$ cat src/rtl/alarm_pkg.sv
// Shared alarm-controller types, BCD limits and BCD increment helpers.
package alarm_pkg;

   typedef enum logic [2:0] {
      IDLE     = 3'd0,
      SET_HOUR = 3'd1,
      SET_MIN  = 3'd2,
      RINGING  = 3'd3,
      SNOOZE   = 3'd4
   } alarm_state_t;

   localparam logic [3:0] HOUR_TENS_MAX   = 4'd2;
   localparam logic [3:0] HOUR_WRAP_UNITS = 4'd3;
   localparam logic [3:0] MIN_TENS_MAX    = 4'd5;
   localparam logic [3:0] UNITS_MAX       = 4'd9;

   function automatic logic [7:0] hour_inc(input logic [3:0] tens, input logic [3:0] units);
      logic [7:0] r;
      if (tens == HOUR_TENS_MAX && units == HOUR_WRAP_UNITS) begin
         r = 8'h00;
      end else if (units == UNITS_MAX) begin
         r = {tens + 4'd1, 4'd0};
      end else begin
         r = {tens, units + 4'd1};
      end
      return r;
   endfunction

   // Minute wraps 59 -> 00 on its own; the hour is never carried into.
   function automatic logic [7:0] min_inc(input logic [3:0] tens, input logic [3:0] units);
      logic [7:0] r;
      if (units != UNITS_MAX) begin
         r = {tens, units + 4'd1};
      end else if (tens == MIN_TENS_MAX) begin
         r = 8'h00;
      end else begin
         r = {tens + 4'd1, 4'd0};
      end
      return r;
   endfunction

endpackage

$ cat src/rtl/alarm_ctrl_btn_edge.sv
// N-wide rising-edge detector; history resets high so a button held through reset is not a press.
module btn_edge
   import alarm_pkg::*;
#(
   parameter int N = 5
) (
   input  logic         clk,
   input  logic         rstn,
   input  logic [N-1:0] btn,
   output logic [N-1:0] press
);

   logic [N-1:0] btn_d_r;

   // Previous-cycle button levels.
   always_ff @(posedge clk or negedge rstn) begin
      if (!rstn) begin
         btn_d_r <= '1;
      end else begin
         btn_d_r <= btn;
      end
   end

   assign press = btn & ~btn_d_r;

endmodule

$ cat src/rtl/alarm_ctrl.sv
// Alarm clock controller: settable BCD alarm, match trigger, pulsed buzzer with snooze and timeout.
module alarm_ctrl
   import alarm_pkg::*;
#(
   parameter int ALARM_INIT_HOUR = 7,
   parameter int ALARM_INIT_MIN  = 0,
   parameter int SNOOZE_MIN      = 5,
   parameter int RING_MIN        = 1,
   parameter int BEEP_CYC        = 25000000
) (
   input  logic       clk,
   input  logic       rstn,
   input  logic [3:0] hourdec_now,
   input  logic [3:0] hourone_now,
   input  logic [3:0] mindec_now,
   input  logic [3:0] minone_now,
   input  logic       btn_set,
   input  logic       btn_inc,
   input  logic       btn_arm,
   input  logic       btn_stop,
   input  logic       btn_snooze,
   output logic [3:0] alarm_hourdec,
   output logic [3:0] alarm_hourone,
   output logic [3:0] alarm_mindec,
   output logic [3:0] alarm_minone,
   output logic       alarm_en,
   output logic       disp_sel,
   output logic       blink_hour,
   output logic       blink_min,
   output logic       buzzer,
   output logic       ringing
);

   localparam int BW = $clog2(BEEP_CYC + 1);
   localparam logic [BW-1:0] BEEP_LAST = BW'(BEEP_CYC - 1);
   localparam logic [BW-1:0] BEEP_ONE  = BW'(1);
   localparam logic [3:0] INIT_HD = 4'(ALARM_INIT_HOUR / 10);
   localparam logic [3:0] INIT_HO = 4'(ALARM_INIT_HOUR % 10);
   localparam logic [3:0] INIT_MD = 4'(ALARM_INIT_MIN / 10);
   localparam logic [3:0] INIT_MO = 4'(ALARM_INIT_MIN % 10);

   alarm_state_t state_r, state_s;
   logic [3:0] ahd_r, aho_r, amd_r, amo_r;
   logic [3:0] ahd_s, aho_s, amd_s, amo_s;
   logic       en_r, en_s;
   logic [3:0] ring_cnt_r, ring_cnt_s, snooze_cnt_r, snooze_cnt_s;
   logic [BW-1:0] beep_cnt_r, beep_cnt_s;
   logic       buzzer_r, buzzer_s;
   logic [3:0] minone_d_r;
   logic       valid_r, match_d_r;
   logic [4:0] press_s;
   logic       do_stop_s, do_snooze_s, do_set_s, do_inc_s, do_arm_s;
   logic       minute_edge_s, match_s, trigger_s;

   btn_edge #(.N(5)) u_btn_edge (
      .clk   (clk),
      .rstn  (rstn),
      .btn   ({btn_snooze, btn_stop, btn_arm, btn_inc, btn_set}),
      .press (press_s)
   );

   // One action per cycle: stop > snooze > set > inc > arm.
   assign do_stop_s   = press_s[3];
   assign do_snooze_s = press_s[4] & ~press_s[3];
   assign do_set_s    = press_s[0] & ~(|press_s[4:3]);
   assign do_inc_s    = press_s[1] & ~press_s[0] & ~(|press_s[4:3]);
   assign do_arm_s    = press_s[2] & ~(|{press_s[4:3], press_s[1:0]});

   assign minute_edge_s = valid_r & (minone_now != minone_d_r);
   assign match_s   = en_r & (hourdec_now == ahd_r) & (hourone_now == aho_r)
                    & (mindec_now == amd_r) & (minone_now == amo_r);
   assign trigger_s = match_s & ~match_d_r;

   // Next-state and next-datapath logic.
   always_comb begin
      state_s      = state_r;
      ahd_s        = ahd_r;
      aho_s        = aho_r;
      amd_s        = amd_r;
      amo_s        = amo_r;
      en_s         = en_r;
      ring_cnt_s   = ring_cnt_r;
      snooze_cnt_s = snooze_cnt_r;
      beep_cnt_s   = beep_cnt_r;
      buzzer_s     = 1'b0;
      case (state_r)
         IDLE: begin
            if (trigger_s) begin
               state_s    = RINGING;
               ring_cnt_s = 4'(RING_MIN);
               beep_cnt_s = '0;
               buzzer_s   = 1'b1;
            end else if (do_set_s) begin
               state_s = SET_HOUR;
            end else if (do_arm_s) begin
               en_s = ~en_r;
            end else begin
               state_s = IDLE;
            end
         end
         SET_HOUR: begin
            if (do_set_s) begin
               state_s = SET_MIN;
            end else if (do_inc_s) begin
               {ahd_s, aho_s} = hour_inc(ahd_r, aho_r);
            end else begin
               state_s = SET_HOUR;
            end
         end
         SET_MIN: begin
            if (do_set_s) begin
               state_s = IDLE;
            end else if (do_inc_s) begin
               {amd_s, amo_s} = min_inc(amd_r, amo_r);
            end else begin
               state_s = SET_MIN;
            end
         end
         RINGING: begin
            if (do_stop_s) begin
               state_s = IDLE;
            end else if (do_snooze_s) begin
               state_s      = SNOOZE;
               snooze_cnt_s = 4'(SNOOZE_MIN);
            end else if (minute_edge_s && ring_cnt_r == 4'd1) begin
               state_s    = IDLE;
               ring_cnt_s = 4'd0;
            end else begin
               if (minute_edge_s) begin
                  ring_cnt_s = ring_cnt_r - 4'd1;
               end else begin
                  ring_cnt_s = ring_cnt_r;
               end
               if (beep_cnt_r == BEEP_LAST) begin
                  beep_cnt_s = '0;
                  buzzer_s   = ~buzzer_r;
               end else begin
                  beep_cnt_s = beep_cnt_r + BEEP_ONE;
                  buzzer_s   = buzzer_r;
               end
            end
         end
         SNOOZE: begin
            if (do_stop_s) begin
               state_s = IDLE;
            end else if (minute_edge_s && snooze_cnt_r == 4'd1) begin
               state_s      = RINGING;
               snooze_cnt_s = 4'd0;
               ring_cnt_s   = 4'(RING_MIN);
               beep_cnt_s   = '0;
               buzzer_s     = 1'b1;
            end else if (minute_edge_s) begin
               snooze_cnt_s = snooze_cnt_r - 4'd1;
            end else begin
               state_s = SNOOZE;
            end
         end
         default: begin
            state_s = IDLE;
         end
      endcase
   end

   // State, alarm time and timing registers.
   always_ff @(posedge clk or negedge rstn) begin
      if (!rstn) begin
         state_r      <= IDLE;
         ahd_r        <= INIT_HD;
         aho_r        <= INIT_HO;
         amd_r        <= INIT_MD;
         amo_r        <= INIT_MO;
         en_r         <= 1'b0;
         ring_cnt_r   <= 4'd0;
         snooze_cnt_r <= 4'd0;
         beep_cnt_r   <= '0;
         buzzer_r     <= 1'b0;
         minone_d_r   <= 4'd0;
         valid_r      <= 1'b0;
         match_d_r    <= 1'b0;
      end else begin
         state_r      <= state_s;
         ahd_r        <= ahd_s;
         aho_r        <= aho_s;
         amd_r        <= amd_s;
         amo_r        <= amo_s;
         en_r         <= en_s;
         ring_cnt_r   <= ring_cnt_s;
         snooze_cnt_r <= snooze_cnt_s;
         beep_cnt_r   <= beep_cnt_s;
         buzzer_r     <= buzzer_s;
         minone_d_r   <= minone_now;
         valid_r      <= 1'b1;
         match_d_r    <= match_s;
      end
   end

   assign alarm_hourdec = ahd_r;
   assign alarm_hourone = aho_r;
   assign alarm_mindec  = amd_r;
   assign alarm_minone  = amo_r;
   assign alarm_en      = en_r;
   assign buzzer        = buzzer_r;
   assign disp_sel      = (state_r == SET_HOUR) || (state_r == SET_MIN);
   assign blink_hour    = (state_r == SET_HOUR);
   assign blink_min     = (state_r == SET_MIN);
   assign ringing       = (state_r == RINGING) || (state_r == SNOOZE);

endmodule

$ cat config.mk
export PLATFORM = sky130hd
export DESIGN_NAME = alarm_ctrl
export DESIGN_NICKNAME = d
export VERILOG_FILES = /design/src/rtl/alarm_pkg.sv /design/src/rtl/alarm_ctrl_btn_edge.sv /design/src/rtl/alarm_ctrl.sv
export SDC_FILE = /design/constraint.sdc
export NUM_CORES = 1
export LEC_CHECK = 0
export CORE_UTILIZATION = 61
export CTS_CLUSTER_DIAMETER = 150
export CTS_CLUSTER_SIZE = 10
export DETAILED_ROUTE_END_ITERATION = 12
export GPL_TIMING_DRIVEN = 0
export PLACE_DENSITY_LB_ADDON = 0.25
export SETUP_SLACK_MARGIN = 0.5
export SLEW_MARGIN = 15
export SYNTH_ARGS = -nofsm -noshare
export SYNTH_HDL_FRONTEND = slang
export SYNTH_SLANG_ARGS = --single-unit
$ cat constraint.sdc
create_clock -name clk -period 4 [get_ports clk]
set_clock_uncertainty 0.05 [all_clocks]
set_input_delay 1 -clock clk [delete_from_list [all_inputs] [get_ports clk]]
set_output_delay 1 -clock clk [all_outputs]
set_load 0.1 [all_outputs]
==> impl_metrics.ini <==
[outcome]
status = finished, final reports clean

[layout]
finalInstanceArea_um2 = 4560
multiInputGateArea_um2 = 2060
fill_cells = 430
num_antenna_cells = 0
nets = 496
drive_gt1_share_pct = 9.38
post-route-util_pct = 76.1
final_cell_mix = dfrtp_1 (57), nand2_1 (43), clkdlybuf4s50_1 (39), o21ai_0 (32)
register_area_um2 = 1640
syn_to_final_growth_pct = 19.2
layout_commonest_cell = dfrtp_1

[grt]
antenna_found_initial = 0
grt_pass1_wl_um = 15200
grt_pass1_vias = 3241
grt_util_all_layers_pct = 30.7
grt_max_degree = 40
grt_overflow_total = 0

[setup_path]
timing.rr.end = beep_cnt_r[24]$_DFFE_PN0P_
end_kind = flop
slowest_delay_ns = 0.63
crit_arrival_ns = 3.61
cp_cell_sequence = clkdlybuf4s50_1, xor2_1, o41ai_4, o22a_1, clkbuf_1, nor3_1, a221o_1
cp-start-kind = input pin
critPathMaxFanout = 10
rrSetupSlack_ns = 1.27
r2r_start = snooze_cnt_r[1]$_DFFE_PN0P_
slowest_stage = o41ai_4
critPathBufInv = 2
cpLargestDelayFamily = compound AO/OA/AOI/OAI gates
critPathRequiredTime_ns = 4.19
path_class = in2reg
reg2reg_depth = 8

[cts]
insertion_delay_ns = 0.36
cts_sinks = 65
cts_root_buf = clkbuf_8
numCtsBuffers = 9
cts.clk_slew.worst_paths_ns = 0.08
h-tree-depth = 3
cts_hold_buffers = 0
cts_tree = built
cts_max_path_buffers = 2

[synthesis]
synth_edf_count = 0
syn-cell-area_um2 = 3820
syn_inst = 407
yosysWarnings = 0
seq_area_frac_synth_pct = 42.8
async_flop_share_pct = 100
ys_ff_latch = 65
synthFlopType = dfrtp_1
syn_avg_cell_area_um2 = 9.39
ys_types = 61
synth_nets = 439

[worst_hold_path]
hold_path.class = reg2reg
min_from = beep_cnt_r[0]$_DFFE_PN0P_
hold_end = beep_cnt_r[0]$_DFFE_PN0P_
whs_path_depth = 1

[detailed_routing]
via_per_inst = 6.48
routed_wl_um = 9410
drt_iter0_markers = 288
firstDrtPassIters = 5
wire_per_inst_um = 17.3
vias = 3523
drc = 0
ant_nets = 0

[die]
dieArea_um2 = 6590
die_h_um = 81.2
row_count = 28
initial_core_util_pct = 63.8
die_w_um = 81.2
core_um2 = 5990
io_pins = 45

[power_and_ir_drop]
power.density_nw_per_um2 = 565
vdd_ir_drop_max_uv = 476
power_leakage_nw = 1.84
finalPower_mw = 2.57

[timing]
maxSlewHeadroom_pct = 31.8
slew_viol_final = 0
timing.final.crit_period_ns = 3.42
worst_slack_ns = 0.577
rsz0062_at_grt = true
tns_ns = 0
hold_violations = 0
finalCritPeriodShare_pct = 85.6
tightest_slew_ns = 1.01
setup_viol = 0
fmax_mhz = 292

[place]
pre_cts_slack_ns = 0.232
gp_congestion = 0.909
hpwlAfterDp_um = 6740
port_buffers = 44
placed_cell_area_um2 = 4390

[flow_run]
max_cap_viol_count = 0
[state kept, by name, summed over array words and instances, names as in the netlist]
name	count
minone_d_r	4
valid_r	1
alarm_hourdec	4
alarm_minone	4
match_d_r	1
beep_cnt_r	25
u_btn_edge.btn_d_r	5
alarm_mindec	4
state_r	3
snooze_cnt_r	4
buzzer	1
ring_cnt_r	4
alarm_hourone	4
alarm_en	1
[per-stage QoR]
stage          instances  hold WS (ns)
6_report             544         0.470
5_1_grt              544         0.474
4_1_cts              543         0.466
3_5_place_dp         527         0.455
3_3_place_gp         526         0.421
2_1_floorplan        407         0.387
[where the power goes]
part	leakage (nW)	switching [mW]	total, mW	internal [mW]
logic	0.925	0.901	1.25	0.345
clock network	0.0753	0.263	0.486	0.223
registers	0.835	0.0925	0.843	0.750
total	1.84	1.26	2.57	1.32
[worst max path at each step]
stage | to | start | slack, ns | cells after the start
after floorplan | disp_sel | state_r[1]$_DFFE_PN0P_ | 0.72 | 3
after global placement | snooze_cnt_r[1]$_DFFE_PN0P_ | rstn | -0.23 | 1
after detailed placement | beep_cnt_r[21]$_DFFE_PN0P_ | minone_now[3] | 0.23 | 7
after CTS | beep_cnt_r[23]$_DFFE_PN0P_ | minone_now[3] | 0.57 | 7
after global routing | beep_cnt_r[20]$_DFFE_PN0P_ | minone_now[1] | 0.47 | 8
final | beep_cnt_r[23]$_DFFE_PN0P_ | minone_now[1] | 0.58 | 7
[cells in the mapped netlist, drive strengths merged (10+ instances only)]
master | n | area [µm²]
o21ai | 32 | 160
dfrtp | 57 | 1430
nand2b | 10 | 62.6
a21oi | 15 | 78.8
nor3 | 18 | 90.1
nand2 | 43 | 161
nand3 | 19 | 95.1
inv | 17 | 63.8
xnor2 | 10 | 103
nor2 | 19 | 71.3
nor4 | 12 | 81.3
xor2 | 12 | 105
a22o | 14 | 123
[area by class of cell]
type	count	area share [%]
plain buffers	13	1.73
clock buffers	11	2.88
clock inverters	5	0.714
inverters	17	1.40
multi-input cells	312	45.2
flip-flops and latches	65	35.9
well taps	75	2.06
repair buffers	46	10.1
[per-layer routing]
layer	routed length, µm	track usage (%)
met5	0	0
met4	193	11.8
met3	609	8.88
met2	4600	49.9
met1	4010	38.6
[timing repair]
| action | in CTS | in global routing |
|---|---|---|
| resized for setup | 4 | 5 |
| buffers inserted | 0 | 1 |
| cloned | 0 | 0 |
| pin swaps | 0 | 1 |
| endpoints found under the setup margin | 4 | 21 |
[kinds of logic (layout without fill, tap and decap cells)]
kind of cell             Yosys count  count (layout)  synth area share, %
AO/OA/AOI/OAI                    113             113                 21.1
other                              1               1               0.0981
multiplexers                       7               7                 1.90
adder cells (fa/ha/maj)            9               9                 2.95
XOR/XNOR                          22              22                 5.43
flip-flops                        65              65                 42.8
AND/OR/NAND/NOR                  160             160                 22.0
buffers and inverters             30              92                 3.73
(Power assumes the default switching activity.)
